**src/rtl/vrbridge_pkg.sv**
```systemverilog
// Shared types and constants for the vrbridge_pp video raw bridge.
package vrbridge_pkg;

    typedef enum logic [1:0] {
        ST_IDLE,
        ST_HEAD,
        ST_DATA,
        ST_DROP
    } state_e;

    localparam logic [3:0] PKT_CTRL  = 4'hF;
    localparam logic [3:0] PKT_VIDEO = 4'h0;

    localparam int HDR_NIBBLES = 9;
    localparam int NIB_W       = 4;
    localparam int HDR_BITS    = HDR_NIBBLES * NIB_W;
    localparam int DIM_W       = 16;
    localparam int IL_W        = 4;

    function automatic state_e decode_type(input logic [3:0] pkt_type);
        case (pkt_type)
            PKT_CTRL:  return ST_HEAD;
            PKT_VIDEO: return ST_DATA;
            default:   return ST_DROP;
        endcase
    endfunction

endpackage

```
**src/rtl/vrbridge_hdr_parse.sv**
```systemverilog
// Control-packet nibble collector; width/height/interlace are committed
// together only when a packet ends with at least HDR_NIBBLES nibbles.
module vrbridge_hdr_parse
    import vrbridge_pkg::*;
#(
    parameter int COLOR_BITS         = 8,
    parameter int COLOR_PLANES       = 3,
    parameter int PIXELS_IN_PARALLEL = 1,
    parameter int DATA_WIDTH         = 24
) (
    input  logic                  clk,
    input  logic                  rst_n,
    input  logic [DATA_WIDTH-1:0] beat_i,
    input  logic                  accept_i,
    input  logic                  clear_i,
    input  logic                  eop_i,
    output logic [DIM_W-1:0]      im_width_o,
    output logic [DIM_W-1:0]      im_height_o,
    output logic [IL_W-1:0]       im_interlaced_o,
    output logic                  im_valid_o
);

    localparam int NSYM = COLOR_PLANES * PIXELS_IN_PARALLEL;

    logic [NSYM*NIB_W-1:0] beat_nib;
    logic [HDR_BITS-1:0]   hdr_q, hdr_d;
    logic [4:0]            cnt_q, cnt_d;
    logic                  commit;
    logic [DIM_W-1:0]      width_q, height_q;
    logic [IL_W-1:0]       il_q;
    logic                  valid_q;
    logic                  unused_beat;

    assign unused_beat = ^beat_i;

    always_comb begin
        beat_nib = '0;
        for (int k = 0; k < NSYM; k++) begin
            beat_nib[k*NIB_W +: NIB_W] = beat_i[k*COLOR_BITS +: NIB_W];
        end
    end

    // Nibble n of the header lands in hdr[n*4 +: 4]; count saturates at HDR_NIBBLES.
    always_comb begin
        hdr_d  = hdr_q;
        cnt_d  = cnt_q;
        commit = 1'b0;
        if (clear_i) begin
            cnt_d = '0;
        end else if (accept_i) begin
            for (int n = 0; n < HDR_NIBBLES; n++) begin
                for (int k = 0; k < NSYM; k++) begin
                    if (int'(cnt_q) + k == n) begin
                        hdr_d[n*NIB_W +: NIB_W] = beat_nib[k*NIB_W +: NIB_W];
                    end
                end
            end
            if (int'(cnt_q) + NSYM >= HDR_NIBBLES) begin
                cnt_d = 5'(HDR_NIBBLES);
            end else begin
                cnt_d = cnt_q + 5'(NSYM);
            end
            if (eop_i) begin
                commit = (cnt_d == 5'(HDR_NIBBLES));
                cnt_d  = '0;
            end
        end
    end

    always_ff @(posedge clk) begin
        hdr_q <= hdr_d;
    end

    always_ff @(posedge clk or negedge rst_n) begin
        if (!rst_n) begin
            cnt_q    <= '0;
            width_q  <= '0;
            height_q <= '0;
            il_q     <= '0;
            valid_q  <= 1'b0;
        end else begin
            cnt_q <= cnt_d;
            if (commit) begin
                width_q  <= {hdr_d[3:0],   hdr_d[7:4],   hdr_d[11:8],  hdr_d[15:12]};
                height_q <= {hdr_d[19:16], hdr_d[23:20], hdr_d[27:24], hdr_d[31:28]};
                il_q     <= hdr_d[35:32];
                valid_q  <= 1'b1;
            end
        end
    end

    assign im_width_o      = width_q;
    assign im_height_o     = height_q;
    assign im_interlaced_o = il_q;
    assign im_valid_o      = valid_q;

endmodule

```
**src/rtl/vrbridge_pp.sv**
```systemverilog
// Avalon-ST video bridge: strips control packets, forwards video beats with
// line/frame marking and size enforcement. Optional macro: VRB_STATUS_EN.
module vrbridge_pp
    import vrbridge_pkg::*;
#(
    parameter int COLOR_BITS         = 8,
    parameter int COLOR_PLANES       = 3,
    parameter int PIXELS_IN_PARALLEL = 1,
    parameter int DATA_WIDTH         = 24
) (
    input  logic                  clk,
    input  logic                  rst_n,
    input  logic [DATA_WIDTH-1:0] din_data,
    input  logic                  din_valid,
    output logic                  din_ready,
    input  logic                  din_startofpacket,
    input  logic                  din_endofpacket,
    output logic [DATA_WIDTH-1:0] dout_data,
    output logic                  dout_valid,
    input  logic                  dout_ready,
    output logic                  dout_startofpacket,
    output logic                  dout_endofpacket,
    output logic                  dout_eol,
    output logic [DIM_W-1:0]      im_width,
    output logic [DIM_W-1:0]      im_height,
    output logic [IL_W-1:0]       im_interlaced,
    output logic                  im_valid,
    output logic                  err_short,
    output logic                  err_long
`ifdef VRB_STATUS_EN
    ,
    output logic [15:0]           frame_cnt,
    output logic [7:0]            err_cnt
`endif
);

    localparam logic [DIM_W:0] PIX_STEP = (DIM_W+1)'(PIXELS_IN_PARALLEL);

    state_e           state_q, state_d;
    logic [DIM_W-1:0] x_q, x_d, y_q, y_d;
    logic             first_q, first_d;
    logic             err_short_q, err_short_d, err_long_q, err_long_d;
    logic             acc, in_data, chk, x_last, y_last, f_last;
    logic [DIM_W-1:0] lines;
    logic [DIM_W:0]   x_next;

    vrbridge_hdr_parse #(
        .COLOR_BITS         (COLOR_BITS),
        .COLOR_PLANES       (COLOR_PLANES),
        .PIXELS_IN_PARALLEL (PIXELS_IN_PARALLEL),
        .DATA_WIDTH         (DATA_WIDTH)
    ) u_hdr (
        .clk             (clk),
        .rst_n           (rst_n),
        .beat_i          (din_data),
        .accept_i        (acc & (state_q == ST_HEAD) & ~din_startofpacket),
        .clear_i         (acc & din_startofpacket),
        .eop_i           (din_endofpacket),
        .im_width_o      (im_width),
        .im_height_o     (im_height),
        .im_interlaced_o (im_interlaced),
        .im_valid_o      (im_valid)
    );

    assign in_data   = (state_q == ST_DATA);
    assign din_ready = in_data ? dout_ready : 1'b1;
    assign acc       = din_valid & din_ready;

    // Interlaced frames carry one field: half the lines, odd line to field F0 only.
    assign lines = im_interlaced[3]
                 ? ((im_height >> 1) + {{(DIM_W-1){1'b0}}, im_height[0] & ~im_interlaced[2]})
                 : im_height;
    assign chk   = im_valid & (im_width != '0) & (lines != '0);

    // x counts pixels in steps of PIXELS_IN_PARALLEL, so a partial last beat still ends the line.
    assign x_next = {1'b0, x_q} + PIX_STEP;
    assign x_last = (x_next >= {1'b0, im_width});
    assign y_last = (({1'b0, y_q} + (DIM_W+1)'(1)) == {1'b0, lines});
    assign f_last = chk & x_last & y_last;

    assign dout_data          = din_data;
    assign dout_valid         = in_data & din_valid;
    assign dout_startofpacket = dout_valid & first_q;
    assign dout_eol           = dout_valid & chk & x_last;
    assign dout_endofpacket   = dout_valid & (din_endofpacket | f_last);

    always_comb begin
        state_d     = state_q;
        x_d         = x_q;
        y_d         = y_q;
        first_d     = first_q;
        err_short_d = 1'b0;
        err_long_d  = 1'b0;
        if (acc) begin
            if (din_startofpacket) begin
                state_d     = din_endofpacket ? ST_IDLE : decode_type(din_data[3:0]);
                x_d         = '0;
                y_d         = '0;
                first_d     = 1'b1;
                err_short_d = in_data & chk;
            end else begin
                case (state_q)
                    ST_HEAD, ST_DROP: begin
                        if (din_endofpacket) state_d = ST_IDLE;
                    end
                    ST_DATA: begin
                        first_d = 1'b0;
                        if (din_endofpacket) begin
                            state_d     = ST_IDLE;
                            err_short_d = chk & ~f_last;
                        end else if (f_last) begin
                            state_d    = ST_DROP;
                            err_long_d = 1'b1;
                        end else if (chk) begin
                            if (x_last) begin
                                x_d = '0;
                                y_d = y_q + DIM_W'(1);
                            end else begin
                                x_d = x_next[DIM_W-1:0];
                            end
                        end
                    end
                    default: ;
                endcase
            end
        end
    end

    always_ff @(posedge clk or negedge rst_n) begin
        if (!rst_n) begin
            state_q     <= ST_IDLE;
            x_q         <= '0;
            y_q         <= '0;
            first_q     <= 1'b0;
            err_short_q <= 1'b0;
            err_long_q  <= 1'b0;
        end else begin
            state_q     <= state_d;
            x_q         <= x_d;
            y_q         <= y_d;
            first_q     <= first_d;
            err_short_q <= err_short_d;
            err_long_q  <= err_long_d;
        end
    end

    assign err_short = err_short_q;
    assign err_long  = err_long_q;

`ifdef VRB_STATUS_EN
    logic [15:0] frame_cnt_q;
    logic [7:0]  err_cnt_q;

    always_ff @(posedge clk or negedge rst_n) begin
        if (!rst_n) begin
            frame_cnt_q <= '0;
            err_cnt_q   <= '0;
        end else begin
            if (acc & in_data & ~din_startofpacket & dout_endofpacket) begin
                frame_cnt_q <= frame_cnt_q + 16'd1;
            end
            if ((err_short_q | err_long_q) && (err_cnt_q != 8'hFF)) begin
                err_cnt_q <= err_cnt_q + 8'd1;
            end
        end
    end

    assign frame_cnt = frame_cnt_q;
    assign err_cnt   = err_cnt_q;
`endif

endmodule

```
**config.mk**
```make
export PLATFORM = sky130hd
export DESIGN_NAME = vrbridge_pp
export DESIGN_NICKNAME = d
export VERILOG_FILES = /design/src/rtl/vrbridge_pkg.sv /design/src/rtl/vrbridge_hdr_parse.sv /design/src/rtl/vrbridge_pp.sv
export SDC_FILE = /design/constraint.sdc
export NUM_CORES = 1
export LEC_CHECK = 0
export BUFFER_PORTS_ARGS = -buffer_cell sky130_fd_sc_hd__buf_2
export CAP_MARGIN = 0
export CORE_MARGIN = 8
export CORE_UTILIZATION = 35
export DETAILED_ROUTE_END_ITERATION = 10
export SLEW_MARGIN = 20
export SYNTH_ARGS = -nofsm -noshare
export SYNTH_HDL_FRONTEND = slang
export SYNTH_SLANG_ARGS = --single-unit
export TNS_END_PERCENT = 5
```
**constraint.sdc**
```tcl
create_clock -name clk -period 7.2 [get_ports clk]
set_input_delay 1.44 -clock clk [delete_from_list [all_inputs] [get_ports clk]]
set_output_delay 1.44 -clock clk [all_outputs]
set_load 0.005 [all_outputs]
```
==> flow_summary.yaml, run 1 <==
outcome:
  status: "completed"
setup_path:
  cp.required_ns: 5.76
  cp-end-kind: "output pin"
  r2r_slack_ns: 2.46
  path_class: "reg -> out"
  cp.arrival_ns: 4.33
  critical_path.slowest_cell: "or4_1"
  worst-path-buf-inv: 1
  crit_fanout: 6
  path_cells: "and3_1 -> nand3_1 -> or4_1 -> nor2_1 -> xnor2_1 -> ha_1 -> nand3_1 -> nor4_1 -> a211o_2 -> o2111ai_2 -> nor4_4 -> nand2_1 -> nor2_1 -> o21a_1 -> buf_2"
  slowest_delay_ns: 0.65
  path_delay_family: "simple AND/OR/NAND/NOR gates"
  worstSetupStartpointType: "flop"
logic_synthesis:
  yosys_register_bits: 115
  async_reset_ff_share_pct: 68.7
  yosysSeqAreaShare_pct: 32.3
  synthTopCellsByArea: "dfrtp_1 24%, dfxtp_1 8.6%, mux2i_1 8.3%, mux2_2 5.1%, nand2_1 4.8%"
  yosysWarnings: 0
  syn-num-nets: 1040
  synth.largest_area_cell: "dfrtp_1"
  synth_area_um2: 8350
  synth_cell_types: 79
  synth_common_cells: "107 x nand2_1, 79 x dfrtp_1, 69 x mux2i_1"
  yosysMostFrequentCell: "nand2_1"
  syn_area_per_cell_um2: 8.51
  synth_top_area_share_pct: 23.7
  syn_inst: 981
  synth_ff_type: "dfrtp_1"
  synth_edf_count: 0
clock_network:
  clockRootBuffer: "clkbuf_16"
  clock_sinks: 115
  insertion_delay_ns: 0.43
  cts_buffer_depth: 2
  cts_resized: 0
  path_clk_slew_ns: 0.06
  cts_buffers: 17
  holdBufCountCts: 0
  cts_tree: "done"
  htree_levels: 4
  cts_setup_buffers: 0
timing:
  finalClockSkew_ns: 0.0150
  fin_crit_sh_pct: 80.2
  relSlewSlack_pct: 29.5
  finalHoldViolCount: 0
  grt_setup_unrepaired: "no"
  setup_viol_count_final: 0
  max_freq_ghz: 0.173
  tns_ns: 0
  fin_crit_ns: 5.77
  report.final.slew_viol_count: 0
  tightest_slew_ns: 1.04
floorplan:
  initial_core_util_pct: 35.6
  die_area_um2: 29100
  dieWidth_um: 170
  rows: 56
  core_area_um2: 23500
  ioPinCount: 98
  die_h_um: 170
worst_hold_path:
  hold_path.class: "reg -> reg"
placement:
  portBuffers: 73
  placedCellCount: 1272
  hpwl_mm: 17.2
  gp_congestion: 0.848
global_route:
  grt_max_degree: 69
  grt_pass1_vias: 6869
  grt_overflow_total: 0
  antenna_found_initial: 0
  grt.total_usage_pct: 16.8
  grt_first_pass_wirelength_mm: 38.6
detailed_routing:
  wirelength_mm: 24.1
  num_vias: 7152
  drcViolationCount: 0
  wl_per_cell_um: 18.5
  ant_nets: 0
  first_iter_violations: 530
  firstDrtPassIters: 5
  avgViaCountPerCell: 5.48
final_layout:
  nets: 1031
  layoutNonFillerInstCount: 1304
  syn_to_final_growth_pct: 11.0
  drive_gt1_share_pct: 17.2
  fillCellCount: 2349
  num_antenna_cells: 0
power:
  power_mw: 1.99
  vdd_ir_drop_max_v: 0.000155
  leakagePower_nw: 3.91
  power-per-cell-area_nw_per_um2: 214
job:
  drv_cap: 0
## metal layers
layer	vias up	part of all wire, %	routed length, um	global-route usage [%]
met2	187	46	11100	27.0
met4	0	1.7	420	5.45
met1	3440	47	11400	22.6
met5	-	0	0	0
li1	3489	-	-	-
met3	36	5.1	1230	2.94
## tightest hold or removal path, stage by stage, from the launching register on
cell,delay (ns)
dfxtp_1,0.33
nand2_1,0.05
o21ai_0,0.08
## final cells by class
type / count / area (um2) / area share, %
multi-input combinational: 727 / 5040 / 54.4
sequential: 115 / 2700 / 29.1
clock buffer: 18 / 439 / 4.74
timing repair buffer: 78 / 405 / 4.37
tap: 319 / 399 / 4.30
clock inverter: 14 / 165 / 1.78
inverter: 33 / 124 / 1.34
## cells by family after synthesis
group / share of synthesized area [%]
AO/OA/AOI/OAI: 18.4
XOR/XNOR: 4.82
adder cells (fa/ha/maj): 4.34
buffers and inverters: 7.64
flip-flops: 32.3
multiplexers: 13.4
AND/OR/NAND/NOR: 19.1
## layout by cell type (no fill, tap or decap), types with 33 or more instances in the layout
cell / netlist / routed
nand2_1: 107 / 107
mux2_2: 38 / 38
nor2_1: 57 / 57
dfrtp_1: 79 / 79
dfxtp_1: 36 / 36
xnor2_1: 35 / 35
buf_2: 12 / 72
inv_1: 33 / 33
o21ai_0: 62 / 62
mux2i_1: 69 / 69
a21oi_1: 52 / 52
## state kept, by name, indices dropped and copies added, names as in the netlist
| signal | cells |
|---|---|
| x_q | 16 |
| u_hdr.im_height_o | 16 |
| u_hdr.hdr_q | 36 |
| first_q | 1 |
| state_q | 2 |
| y_q | 16 |
| err_short | 1 |
| u_hdr.cnt_q | 5 |
| u_hdr.im_width_o | 16 |
| u_hdr.im_valid_o | 1 |
| u_hdr.im_interlaced_o | 4 |
| err_long | 1 |
## power breakdown
part	switching (mW)	total, mW	internal [mW]	leakage, nW
sequential	0.0437	0.755	0.712	1.39
clock	0.355	0.885	0.530	0.292
combinational	0.210	0.345	0.135	2.23
## per-stage QoR
stage	hold WS, ns	worst slack, ns	cell area [um2]	utilization [%]
4_1_cts	0.492	1.44	9270	39.5
6_report	0.491	1.43	9270	39.5
3_5_place_dp	0.480	1.93	8660	36.9
2_1_floorplan	0.450	2.40	8350	-
3_3_place_gp	0.476	2.04	8660	36.9
5_1_grt	0.519	1.07	9270	39.5
## final timing paths
check	from	to	cells past startpoint
hold reg to reg	u_hdr.hdr_q[33]	u_hdr.hdr_q[33]	2
hold / removal	u_hdr.hdr_q[33]	u_hdr.hdr_q[33]	2
setup / recovery	x_q[2]	dout_endofpacket	15
setup reg to reg	x_q[2]	y_q[3]	16
max in group asynchronous	rst_n	u_hdr.im_height_o[1]	2
min in group asynchronous	rst_n	err_long	1
(Power assumes the default switching activity.)
==> run 2: changes to the inputs <==
==> constraint.sdc (replaced) <==
create_clock -name clk -period 5.2 [get_ports clk]
set_input_delay 1.04 -clock clk [delete_from_list [all_inputs] [get_ports clk]]
set_output_delay 1.04 -clock clk [all_outputs]
set_load 0.005 [all_outputs]
==> flow_summary.yaml, run 2 (synthesized netlist as in run 1, its figures left out) <==
timing:
  setup_viol_count_final: 0
  fin_crit_ns: 5.02
  max_freq_ghz: 0.199
  finalClockSkew_ns: 0.0132
  relSlewSlack_pct: 28.2
  whs_ns: 0.487
  fin_crit_sh_pct: 96.6
  report.final.slew_viol_count: 0
  tightest_slew_ns: 1.06
  finalHoldViolCount: 0
placement:
  placedCellCount: 1277
  hpwl_mm: 17.0
  portBuffers: 73
  gp_congestion: 0.860
floorplan:
  die_area_um2: 29100
  rows: 56
  die_h_um: 170
  ioPinCount: 98
  dieWidth_um: 170
  core_area_um2: 23500
  initial_core_util_pct: 35.6
setup_path:
  path_class: "reg -> out"
  cp.arrival_ns: 3.98
  critical_path.slowest_cell: "or3_4"
  worst-path-buf-inv: 1
  crit_top_cell: "nor2_2"
  cp.required_ns: 4.16
  cp-end-kind: "output pin"
  path_cells: "ha_4 -> nand3_2 -> or3_4 -> nor2_2 -> nand4_1 -> xnor2_2 -> ha_1 -> nand3_1 -> nor2_1 -> a221o_1 -> a211o_2 -> o2111ai_4 -> nor4_4 -> nand2_2 -> nor2_2 -> o21a_1 -> buf_2"
  worstSetupStartpointType: "flop"
  slowest_delay_ns: 0.46
  path_delay_family: "simple AND/OR/NAND/NOR gates"
  crit_fanout: 6
  r2r_slack_ns: 1.01
global_route:
  grt.total_usage_pct: 16.3
  grt_overflow_total: 0
  antenna_found_initial: 0
  grt_first_pass_wirelength_mm: 37.7
  grt_max_degree: 51
  grt_pass1_vias: 6729
power:
  clkPwrFrac_pct: 46.5
  combPwrFrac_pct: 16.9
  power-per-cell-area_nw_per_um2: 303
  vdd_ir_drop_max_v: 0.000271
  pwr-share-seq_pct: 36.6
  swShare_pct: 28.7
  total_switching_power_uw: 820
  internal-power_mw: 2.04
  leakagePower_nw: 3.98
final_layout:
  drive_gt1_share_pct: 18.7
  layout_commonest_cell: "nand2_1"
  largest_register_ffs: 36
  nets: 1039
  num_antenna_cells: 0
  post-route-util_pct: 40.2
  regMostFlops: "u_hdr.hdr_q"
  fillCellCount: 2306
  layoutNonFillerInstCount: 1312
  mostFrequentLayoutCells: "106 x nand2_1, 77 x dfrtp_1, 72 x buf_2"
  syn_to_final_growth_pct: 13.0
detailed_routing:
  ant_nets: 0
  drcViolationCount: 0
  wirelength_mm: 23.9
  wl_per_cell_um: 18.2
  avgViaCountPerCell: 5.48
  first_iter_violations: 453
  firstDrtPassIters: 6
  num_vias: 7189
clock_network:
  path_clk_slew_ns: 0.06
  htree_levels: 4
  holdBufCountCts: 0
  clockRootBuffer: "clkbuf_16"
  insertion_delay_ns: 0.42
  clock_sinks: 115
  cts_tree: "done"
  cts_buffers: 17
  cts_buffer_depth: 2
outcome:
  status: "completed"
worst_hold_path:
  hold_path.class: "reg -> reg"
job:
  drv_cap: 0
[run 2: cell count changes in the layout (fill, tap and decap cells not counted), sizes merged]
cell / before / now
inv: 42 / 35
buf: 78 / 86
clkinv: 1 / 6
clkinvlp: 2 / 1
bufinv: 2 / 5
[run 2: path summary, 6_finish.rpt]
kind                                 start          endpoint  depth (start not counted)
min reg2reg                u_hdr.hdr_q[33]   u_hdr.hdr_q[33]                          2
max reg2reg                         x_q[1]            x_q[0]                         17
min in group asynchronous            rst_n            y_q[8]                          1
max                                 x_q[1]  dout_endofpacket                         17
max in group asynchronous            rst_n            x_q[0]                          2
min                        u_hdr.hdr_q[33]   u_hdr.hdr_q[33]                          2
[run 2: layer usage]
metal	vias to the layer above	part of all wire, %	global-route usage (%)
met2	211	46	25.9
met1	3443	47	22.5
li1	3499	-	-
met3	36	5.1	2.39
met5	-	0	0
met4	0	1.6	5.30
[run 2: power groups by stage]
stage | Combinational (mW) | Sequential, mW | Clock (mW)
3_5_place_dp | 0.480 | 1.06 | 0
5_1_grt | 0.541 | 1.06 | 1.39
4_1_cts | 0.483 | 1.04 | 1.35
2_1_floorplan | 0.365 | 1.04 | 0
6_report | 0.483 | 1.05 | 1.33
3_3_place_gp | 0.475 | 1.06 | 0
[run 2: tightest hold or removal path: stages, from the launching register on]
cell and delay (ns):
dfxtp_1 0.33, nand2_1 0.04, o21ai_0 0.08
[run 2: area by class of cell]
cell class                 instances  area, um2  area share [%]
clock buffer                      18        429            4.55
clock inverter                    14        228            2.41
inverter                          33        124            1.31
multi-input combinational        727       5100            54.0
sequential                       115       2700            28.6
tap                              319        399            4.23
timing repair buffer              86        465            4.93
[run 2: per-stage QoR]
step           instance area, um2  worst slack (ns)  setup TNS [ns]  total power [mW]
2_1_floorplan                8350             0.800               0              1.41
3_3_place_gp                 8700             0.412               0              1.53
3_5_place_dp                 8700             0.364               0              1.54
4_1_cts                      9370            0.0112               0              2.87
5_1_grt                      9440           -0.0106         -0.0106              2.99
6_report                     9440             0.177               0              2.86
[run 2: repair_timing]
item                       in CTS  in global routing
setup buffers                   0                  3
gates resized for setup         3                 10
setup endpoints to repair       1                  1
pin swaps                       0                  4
==> run 3: changes to the inputs <==
--- a/config.mk
+++ b/config.mk
@@ -6,12 +6,14 @@
 export NUM_CORES = 1
 export LEC_CHECK = 0
 export BUFFER_PORTS_ARGS = -buffer_cell sky130_fd_sc_hd__buf_2
-export CAP_MARGIN = 0
+export CAP_MARGIN = 25
+export CORE_ASPECT_RATIO = 1.25
 export CORE_MARGIN = 8
 export CORE_UTILIZATION = 35
 export DETAILED_ROUTE_END_ITERATION = 10
 export SLEW_MARGIN = 20
 export SYNTH_ARGS = -nofsm -noshare
 export SYNTH_HDL_FRONTEND = slang
+export SYNTH_HIERARCHICAL = 1
 export SYNTH_SLANG_ARGS = --single-unit
 export TNS_END_PERCENT = 5
==> flow_summary.yaml, run 3 <==
outcome:
  status: "completed"
clock_network:
  insertion_delay_ns: 0.43
  holdBufCountCts: 0
  path_clk_slew_ns: 0.06
  clock_sinks: 115
  htree_levels: 4
  cts_tree: "done"
  cts_buffer_depth: 2
  clockRootBuffer: "clkbuf_16"
  cts_buffers: 17
global_route:
  grt_max_degree: 45
  antenna_found_initial: 1
  grt.total_usage_pct: 17.5
  grt_overflow_total: 0
  grt_pass1_vias: 7832
  grt_first_pass_wirelength_mm: 43.8
final_layout:
  nets: 1116
  mostFrequentLayoutCells: "97 x nor2_1, 79 x dfrtp_1, 74 x nand2_1"
  layout_commonest_cell: "nor2_1"
  drive_gt1_share_pct: 21.6
  syn_to_final_growth_pct: 12.9
  layoutNonFillerInstCount: 1406
  largest_register_ffs: 36
  regMostFlops: "u_hdr/hdr_q"
detailed_routing:
  drcViolationCount: 0
  wirelength_mm: 27.3
  first_iter_violations: 639
  avgViaCountPerCell: 5.72
  num_vias: 8040
  wl_per_cell_um: 19.4
  firstDrtPassIters: 6
  ant_nets: 0
logic_synthesis:
  synthTopCellsByArea: "dfrtp_1 22%, dfxtp_1 8.1%, mux2_2 6.1%, mux2i_1 5.2%, nor2_1 4.2%"
  yosysSeqAreaShare_pct: 30.2
  syn_inst: 1040
  synth_cell_types: 90
  synth.largest_area_cell: "dfrtp_1"
  syn-num-nets: 1099
  synth_common_cells: "99 x nor2_1, 79 x dfrtp_1, 74 x nand2_1"
  synth_top_area_share_pct: 22.2
  syn_area_per_cell_um2: 8.58
  yosys_register_bits: 115
  synth_area_um2: 8920
  yosysWarnings: 6
  synth_edf_count: 0
  yosysMostFrequentCell: "nor2_1"
  async_reset_ff_share_pct: 68.7
  synth_ff_type: "dfrtp_1"
setup_path:
  rr_endpoint: "x_q[11]"
  crit_fanout: 4
  critical_path.slowest_cell: "or4_4"
  cp-end-kind: "output pin"
  worstSetupStartpointType: "flop"
  crit_top_cell: "or2_4"
  r2r_slack_ns: 0.66
  slowest_delay_ns: 0.56
  cp.arrival_ns: 4.01
  path_delay_family: "simple AND/OR/NAND/NOR gates"
  cp.required_ns: 4.16
  worst-path-buf-inv: 2
  r2r.worst_path.cells: 13
  path_cells: "inv_2 -> nor3_2 -> nand3_1 -> or2_4 -> nor2_2 -> nor2_1 -> or2_4 -> ha_4 -> nand3_1 -> or2_4 -> or4_4 -> a31oi_4 -> o2111ai_2 -> a2111o_1 -> a21oi_1 -> buf_2"
  startpoint: "x_q[0]"
  path_class: "reg -> out"
  r2r-start: "u_hdr/im_height_o[0]"
power:
  leakagePower_nw: 4.28
  vdd_ir_drop_max_v: 0.000270
  power_mw: 3.81
  power-per-cell-area_nw_per_um2: 378
floorplan:
  core_area_um2: 25100
  dieWidth_um: 159
  initial_core_util_pct: 35.5
  rows: 65
  ioPinCount: 98
  die_h_um: 195
  die_area_um2: 30900
placement:
  portBuffers: 73
  placedCellCount: 1363
  gp_congestion: 0.882
  hpwl_mm: 19.5
worst_hold_path:
  hold_path.class: "reg -> reg"
  hold_path_depth: 2
  hold_start: "u_hdr/hdr_q[33]"
  hold_end: "u_hdr/hdr_q[33]"
timing:
  finalHoldViolCount: 0
  finalClockSkew_ns: 0.00869
  tightest_slew_ns: 0.884
  max_freq_ghz: 0.198
  fin_crit_ns: 5.05
  fin_crit_sh_pct: 97.1
  relSlewSlack_pct: 41.0
  setup_viol_count_final: 0
  report.final.slew_viol_count: 0
job:
  drv_cap: 0
==> run 3: cell types whose count changed in the layout (fill, tap and decap cells not counted), moves of 17 or more <==
cell     before  now
inv_1        33   50
o21ai_0      62   21
nand2_1     106   74
a21oi_1      52   69
nor2_1       55   97
mux2i_1      69   46
==> run 3: timing repair <==
item	4_1_cts	5_1_grt
pin swaps	4	8
setup buffers	6	3
setup endpoints to repair	1	2
resized for setup	6	15
endpoints found under the hold margin	0	0
==> run 3: where the power goes <==
group / total, mW / switching (mW) / leakage (nW) / internal [mW]
combinational: 1.39 / 0.814 / 2.61 / 0.576
clock: 1.23 / 0.448 / 0.286 / 0.781
sequential: 1.19 / 0.130 / 1.39 / 1.06
total: 3.81 / 1.39 / 4.28 / 2.42
==> run 3: worst min-delay path, stage by stage, from the launching register on <==
cell and delay, ns:
dfxtp_1 0.32, nor2_1 0.05, nor2_1 0.06
==> run 3: final cells by class <==
type	count	area (um2)
multi-input combinational	771	5560
tap	335	419
sequential	115	2700
fill	2520	15100
timing repair buffer	101	592
antenna	1	2.50
inverter	51	191
clock inverter	11	151
clock buffer	21	460
==> run 3: kinds of logic after synthesis <==
family | Yosys count | share of synthesized area, %
simple gates | 378 | 23.1
compound gates | 236 | 19.4
buf+inv | 154 | 8.60
flops | 115 | 30.2
mux | 94 | 11.2
xor+xnor | 34 | 3.42
fa+ha+maj | 29 | 4.07
==> run 3: worst max-delay path by stage <==
stage	end	slack, ns	cells past startpoint
detailed placement	dout_endofpacket	0.18	16
global route	dout_endofpacket	-0.04	16
floorplan	dout_endofpacket	0.28	18
finish	dout_endofpacket	0.15	16
CTS	dout_endofpacket	0.02	13
global placement	dout_endofpacket	0.31	16
==> run 3: layer usage <==
| layer | wire length, um | vias up | global-route usage, % |
|---|---|---|---|
| met5 | 0 | - | 0 |
| met4 | 954 | 0 | 8.48 |
| met3 | 1130 | 59 | 2.85 |
| met2 | 13900 | 236 | 30.1 |
| met1 | 11300 | 3935 | 20.8 |
| li1 | - | 3810 | - |
==> run 3: metrics by stage <==
stage                     area [um2]  util, %  worst slack (ns)  hold WS [ns]  TNS, ns
after floorplan                 8920        -             0.283         0.432        0
after global placement          9280     36.9             0.310         0.443        0
after detailed placement        9300     37.0             0.182         0.452        0
after CTS                       9970     39.7            0.0175         0.469        0
after global routing           10100     40.1           -0.0415         0.489  -0.0415
final                          10100     40.1             0.150         0.463        0
